**src/rtl/usb_cmd_decoder.sv**
```systemverilog
`default_nettype none
// ============================================================================
// Module   : usb_cmd_decoder
// Brief    : Parses 4-byte bulk-OUT command frames, holds the decoded command
//            for the APB bridge, and serialises the 4-byte bulk-IN response.
// Revision : 1.0
// ============================================================================
module usb_cmd_decoder #(
    parameter int TIMEOUT_BITS = 10
) (
    input  logic        clock,
    input  logic        reset,
    input  logic        s_tvalid,
    output logic        s_tready,
    input  logic        s_tlast,
    input  logic [7:0]  s_tdata,
    output logic        cmd_vld_o,
    output logic        cmd_ack_o,
    output logic        cmd_dir_o,
    output logic [1:0]  cmd_cmd_o,
    output logic [3:0]  cmd_tag_o,
    output logic [15:0] cmd_val_o,
    output logic [3:0]  cmd_lun_o,
    input  logic        cmd_rdy_i,
    input  logic [15:0] cmd_val_i,
    output logic        m_tvalid,
    input  logic        m_tready,
    output logic        m_tlast,
    output logic [7:0]  m_tdata,
    output logic [7:0]  err_count_o
);

    localparam logic [1:0] c_ST_RECV  = 2'd0;
    localparam logic [1:0] c_ST_DROP  = 2'd1;
    localparam logic [1:0] c_ST_ISSUE = 2'd2;
    localparam logic [1:0] c_ST_RESP  = 2'd3;

    // Wait counter starts at 0 on the first ISSUE cycle, so the last ISSUE
    // cycle before a timeout sees the value 2^TIMEOUT_BITS-2.
    localparam logic [TIMEOUT_BITS-1:0] c_WAIT_LAST = {{(TIMEOUT_BITS-1){1'b1}}, 1'b0};

    logic [1:0]              r_state;
    logic [1:0]              r_byte_cnt;
    logic [7:0]              r_hdr;
    logic [3:0]              r_tag;
    logic [7:0]              r_val_lo;
    logic [TIMEOUT_BITS-1:0] r_wait;
    logic [15:0]             r_rsp_val;
    logic [1:0]              r_rsp_idx;

    logic        r_s_tready;
    logic        r_cmd_vld;
    logic        r_cmd_ack;
    logic        r_cmd_dir;
    logic [1:0]  r_cmd_cmd;
    logic [3:0]  r_cmd_tag;
    logic [15:0] r_cmd_val;
    logic [3:0]  r_cmd_lun;
    logic        r_m_tvalid;
    logic        r_m_tlast;
    logic [7:0]  r_m_tdata;
    logic [7:0]  r_err_count;

    logic        w_s_acc;
    logic        w_m_acc;
    logic        w_timeout;
    logic        w_need_rsp;
    logic [3:0]  w_status;
    logic [15:0] w_rsp_val;
    logic [7:0]  w_err_next;

    assign w_s_acc    = s_tvalid & r_s_tready;
    assign w_m_acc    = r_m_tvalid & m_tready;
    assign w_timeout  = (r_wait == c_WAIT_LAST);
    assign w_need_rsp = r_cmd_dir | r_cmd_ack | ~cmd_rdy_i;
    assign w_status   = cmd_rdy_i ? 4'h0 : 4'h1;
    assign w_rsp_val  = cmd_rdy_i ? cmd_val_i : 16'h0000;
    assign w_err_next = (r_err_count == 8'hFF) ? r_err_count : r_err_count + 8'd1;

    always_ff @(posedge clock) begin
        if (reset) begin
            r_state     <= c_ST_RECV;
            r_byte_cnt  <= 2'd0;
            r_hdr       <= 8'h00;
            r_tag       <= 4'h0;
            r_val_lo    <= 8'h00;
            r_wait      <= '0;
            r_rsp_val   <= 16'h0000;
            r_rsp_idx   <= 2'd0;
            r_s_tready  <= 1'b0;
            r_cmd_vld   <= 1'b0;
            r_cmd_ack   <= 1'b0;
            r_cmd_dir   <= 1'b0;
            r_cmd_cmd   <= 2'd0;
            r_cmd_tag   <= 4'h0;
            r_cmd_val   <= 16'h0000;
            r_cmd_lun   <= 4'h0;
            r_m_tvalid  <= 1'b0;
            r_m_tlast   <= 1'b0;
            r_m_tdata   <= 8'h00;
            r_err_count <= 8'h00;
        end else begin
            case (r_state)
                c_ST_RECV: begin
                    r_s_tready <= 1'b1;
                    if (w_s_acc) begin
                        case (r_byte_cnt)
                            2'd0:    r_hdr    <= s_tdata;
                            2'd1:    r_tag    <= s_tdata[3:0];
                            2'd2:    r_val_lo <= s_tdata;
                            default: ;
                        endcase
                        if (r_byte_cnt == 2'd3) begin
                            r_byte_cnt <= 2'd0;
                            if (s_tlast) begin
                                // Outputs load together so the bridge never sees a partial command.
                                r_state    <= c_ST_ISSUE;
                                r_s_tready <= 1'b0;
                                r_cmd_vld  <= 1'b1;
                                r_wait     <= '0;
                                r_cmd_cmd  <= r_hdr[7:6];
                                r_cmd_dir  <= r_hdr[5];
                                r_cmd_ack  <= r_hdr[4];
                                r_cmd_lun  <= r_hdr[3:0];
                                r_cmd_tag  <= r_tag;
                                r_cmd_val  <= {s_tdata, r_val_lo};
                            end else begin
                                r_state     <= c_ST_DROP;
                                r_err_count <= w_err_next;
                            end
                        end else if (s_tlast) begin
                            r_byte_cnt  <= 2'd0;
                            r_err_count <= w_err_next;
                        end else begin
                            r_byte_cnt <= r_byte_cnt + 2'd1;
                        end
                    end
                end

                c_ST_DROP: begin
                    if (w_s_acc && s_tlast) begin
                        r_state <= c_ST_RECV;
                    end
                end

                c_ST_ISSUE: begin
                    r_wait <= r_wait + 1'b1;
                    if (cmd_rdy_i || w_timeout) begin
                        r_cmd_vld <= 1'b0;
                        r_rsp_val <= w_rsp_val;
                        if (w_need_rsp) begin
                            r_state    <= c_ST_RESP;
                            r_m_tvalid <= 1'b1;
                            r_m_tlast  <= 1'b0;
                            r_m_tdata  <= {w_status, r_cmd_tag};
                            r_rsp_idx  <= 2'd0;
                        end else begin
                            r_state    <= c_ST_RECV;
                            r_s_tready <= 1'b1;
                        end
                    end
                end

                c_ST_RESP: begin
                    if (w_m_acc) begin
                        r_rsp_idx <= r_rsp_idx + 2'd1;
                        case (r_rsp_idx)
                            2'd0: r_m_tdata <= {4'h0, r_cmd_lun};
                            2'd1: r_m_tdata <= r_rsp_val[7:0];
                            2'd2: begin
                                r_m_tdata <= r_rsp_val[15:8];
                                r_m_tlast <= 1'b1;
                            end
                            default: begin
                                r_m_tvalid <= 1'b0;
                                r_m_tlast  <= 1'b0;
                                r_m_tdata  <= 8'h00;
                                r_state    <= c_ST_RECV;
                                r_s_tready <= 1'b1;
                            end
                        endcase
                    end
                end

                default: r_state <= c_ST_RECV;
            endcase
        end
    end

    assign s_tready    = r_s_tready;
    assign cmd_vld_o   = r_cmd_vld;
    assign cmd_ack_o   = r_cmd_ack;
    assign cmd_dir_o   = r_cmd_dir;
    assign cmd_cmd_o   = r_cmd_cmd;
    assign cmd_tag_o   = r_cmd_tag;
    assign cmd_val_o   = r_cmd_val;
    assign cmd_lun_o   = r_cmd_lun;
    assign m_tvalid    = r_m_tvalid;
    assign m_tlast     = r_m_tlast;
    assign m_tdata     = r_m_tdata;
    assign err_count_o = r_err_count;

endmodule
`default_nettype wire

```
**config.mk**
```make
export PLATFORM = sky130hd
export DESIGN_NAME = usb_cmd_decoder
export DESIGN_NICKNAME = d
export VERILOG_FILES = /design/src/rtl/usb_cmd_decoder.sv
export SDC_FILE = /design/constraint.sdc
export NUM_CORES = 1
export LEC_CHECK = 0
export CORE_AREA = 8 8 105 107
export DETAILED_ROUTE_END_ITERATION = 10
export DIE_AREA = 0 0 113 115
export GPL_TIMING_DRIVEN = 1
export PLACE_DENSITY = 0.74
export SYNTH_ARGS = -nofsm -noshare
export SYNTH_HDL_FRONTEND = slang
export SYNTH_SLANG_ARGS = --single-unit
```
**constraint.sdc**
```tcl
create_clock -name clock -period 2 [get_ports clock]
set_clock_uncertainty 0.1 [all_clocks]
set_input_delay 0.4 -clock clock [delete_from_list [all_inputs] [get_ports clock]]
set_output_delay 0.4 -clock clock [all_outputs]
set_load 0.02 [all_outputs]
```
==> metrics.cfg <==
[status]
status=finished, violations left
violations=negative setup slack

[clock_network]
clk_pin_slew_ns=0.10
clk-insertion-delay-late_ns=0.36
clkSinkCount=100
cts_tree=built
htree_num_levels=3
cts_buffers=9
cts_buffer_depth=2
cts-root-buf=clkbuf_8

[yosys]
synthMuxAreaShare=0.0236
netlist_area_sq_um=4290
synth-compound-area-share=0.186
syn_nets=565
synthXorXnorAreaFrac=0.0163
async_flop_share=0
yosysSeqAreaShare=0.466
synthAdderAreaFrac=0.0321
synth.distinct_cells=50
syn_inst=524
synth.ff_latch_count=100
syn_avg_cell_area_sq_um=8.19
ys.flop_type=dfxtp_1
synth_top_family_by_area=simple AND/OR/NAND/NOR gates
synth_edf_count=0
yosysWarnings=0
synthSimpleGateAreaFrac=0.233

[sta]
grt_setup_unrepaired=true
hold_viol=0
fmax_mhz=498
tns_ns=-0.0238
finalSetupViolCount=3
post-route-period-util=1.00
maxSlewViolCount=0
relSlewSlack=0.723
max_slew.worst_pin.slew_ns=0.415
worst_slack_ns=-0.00961
fin_crit_ns=2.01

[routing]
wire_per_inst_microns=15.2
drt-initial-drc-count=205
drt-total-wl_microns=11200
via_per_inst=5.42
drc_errors=0
drt-pass1-iter-count=4
num_vias=4011
antenna_left=0

[worst_setup_path]
crit_path_end_kind=flip-flop
path_class=reg2reg
cp.arrival_ns=2.17
critPathRequiredTime_ns=2.16
startpoint_type=flip-flop
critPathBufInv=1
cp_slowest_stage_delay_ns=0.45
path_max_fanout=4
worstPathCellList=inv_2 -> ha_4 -> nand3_2 -> or4_4 -> a221o_1 -> mux2_4
cpLargestDelayFamily=simple AND/OR/NAND/NOR gates
r2r-start=r_wait[0]
slowest_stage=or4_4
startpoint=r_wait[0]

[finish]
syn2layout_area_growth_pct=33.3
register_area_sq_um=2010
nFillCells=824
final_cells=740
drive_above_1_share=0.139
nets=662
multi_input_area_sq_um=2170
n_antenna_cell=0
finalCoreUtilization=0.605

[placed_design]
post-place-ws_ns=-0.406
hpwl_microns=8140
place_congestion=0.865
place_inst=721
port-buffer-count=77

[min_path]
worstHoldStart=r_tag[1]
hp-class=reg2reg

[floorplanning]
die_h_microns=115
placementRows=36
fp.dieW_microns=113
dieArea_sq_um=13000
num_io_pins=78
start_util=0.454
core_sq_um=9460

[global_routing]
grt_antenna_before_repair=0
grt_pass1_wl_microns=18400
grt_pass1_vias=3881
grt_usage=0.171
overflow=0
grt_start_max_net_pins=61

[power]
p_switching_uw=879
p_per_area_nw_per_um2=607
p_int_uw=2590
power_frac_clock=0.359
irDropWorstVdd_uv=397
p_leak_uw=0.00201
p_comb_frac=0.062
swShare=0.253
p_seq_frac=0.580

[flow_run]
max_cap_viol_count=0

cell usage in the layout (no fill, tap or decap), drive strengths merged, types with 3 or more instances in the layout:
master	instances
nand2	105
dfxtp	100
a21oi	79
clkdlybuf4s50	71
buf	47
nand3	31
o21ai	24
nor2	20
nand2b	14
inv	14
ha	11
nor3	10
clkbuf	9
or3	6
mux2i	6
o31ai	5
nand4	5
or4	5
xor2	4
nor2b	4
a22oi	4
xnor2	4
a222oi	4
o2bb2ai	4
a211oi	3
dlymetal6s2s	3
mux2	3
cell type report:
type / instances / area share
Inverter: 10 / 0.00656
Tap cell: 114 / 0.0249
Clock buffer: 9 / 0.0216
Clock inverter: 7 / 0.0116
Sequential cell: 100 / 0.352
Timing Repair Buffer: 123 / 0.204
Multi-Input combinational cell: 377 / 0.380
power groups by stage:
stage                     Sequential (uW)  Clock [uW]  Combinational, uW
after global placement               2060           0                208
after floorplan                      2060           0               85.1
after global routing                 2020        1370                233
after detailed placement             2060           0                212
after CTS                            2010        1280                213
final                                2010        1250                214
flip-flops by register name, indices dropped and copies added (netlist names), 2 cells and up:
register     cells
r_hdr            8
r_tag            4
r_wait          10
cmd_lun_o        4
r_rsp_idx        2
err_count_o      8
cmd_val_o       16
r_val_lo         8
r_byte_cnt       2
m_tdata          8
r_state          2
cmd_cmd_o        2
cmd_tag_o        4
r_rsp_val       16
synthesized netlist by cell type, types with 5 or more instances:
cell type	n	area, sq um
ha_1	11	138
o21ai_0	24	120
nand3_1	31	155
nand2_1	105	394
nor3_1	10	50.1
mux2i_1	6	60.1
dfxtp_1	100	2000
clkbuf_1	33	124
inv_1	10	37.5
a21oi_1	79	395
nand2b_1	14	87.6
o31ai_1	5	37.5
nor2_1	20	75.1
or3_1	6	37.5
per-layer routing:
metal	GRT usage	up-vias	wire [microns]
met1	0.211	1864	5020
met2	0.285	124	5330
li1	-	2016	-
met5	0	-	0
met3	0.0478	7	789
met4	0.0533	0	94
final timing paths:
path | end | slack (ns) | cells past startpoint
setup / recovery | m_tdata[5] | -0.01 | 6
hold / removal | cmd_tag_o[1] | 0.36 | 2
setup reg to reg | m_tdata[5] | -0.01 | 6
hold reg to reg | cmd_tag_o[1] | 0.36 | 2
timing repair:
action	4_1_cts	5_1_grt
gates resized for setup	3	6
hold buffers	0	0
pin swaps	1	1
setup buffers	1	2
endpoints found under the setup margin	10	24
stage by stage:
| stage | power, uW | instance area [sq um] | hold slack, ns |
|---|---|---|---|
| final | 3470 | 5720 | 0.360 |
| after global routing | 3620 | 5720 | 0.381 |
| after CTS | 3500 | 5690 | 0.364 |
| after detailed placement | 2270 | 5490 | 0.349 |
| after global placement | 2270 | 5490 | 0.339 |
| after floorplan | 2150 | 4330 | 0.332 |
worst reg2reg max path, stage by stage (launching register included):
cell and delay, ns:
dfxtp_2 0.34, inv_2 0.07, ha_4 0.13, nand3_2 0.08, or4_4 0.45, a221o_1 0.42
mux2_4 0.32
kinds of logic (layout without fill, tap and decap cells):
family / Yosys count / in the layout
buffers and inverters: 47 / 149
XOR/XNOR: 8 / 8
flip-flops: 100 / 100
adder cells (fa/ha/maj): 11 / 11
AO/OA/AOI/OAI: 137 / 137
AND/OR/NAND/NOR: 212 / 212
multiplexers: 9 / 9
Power figures use the tool's default switching activity.
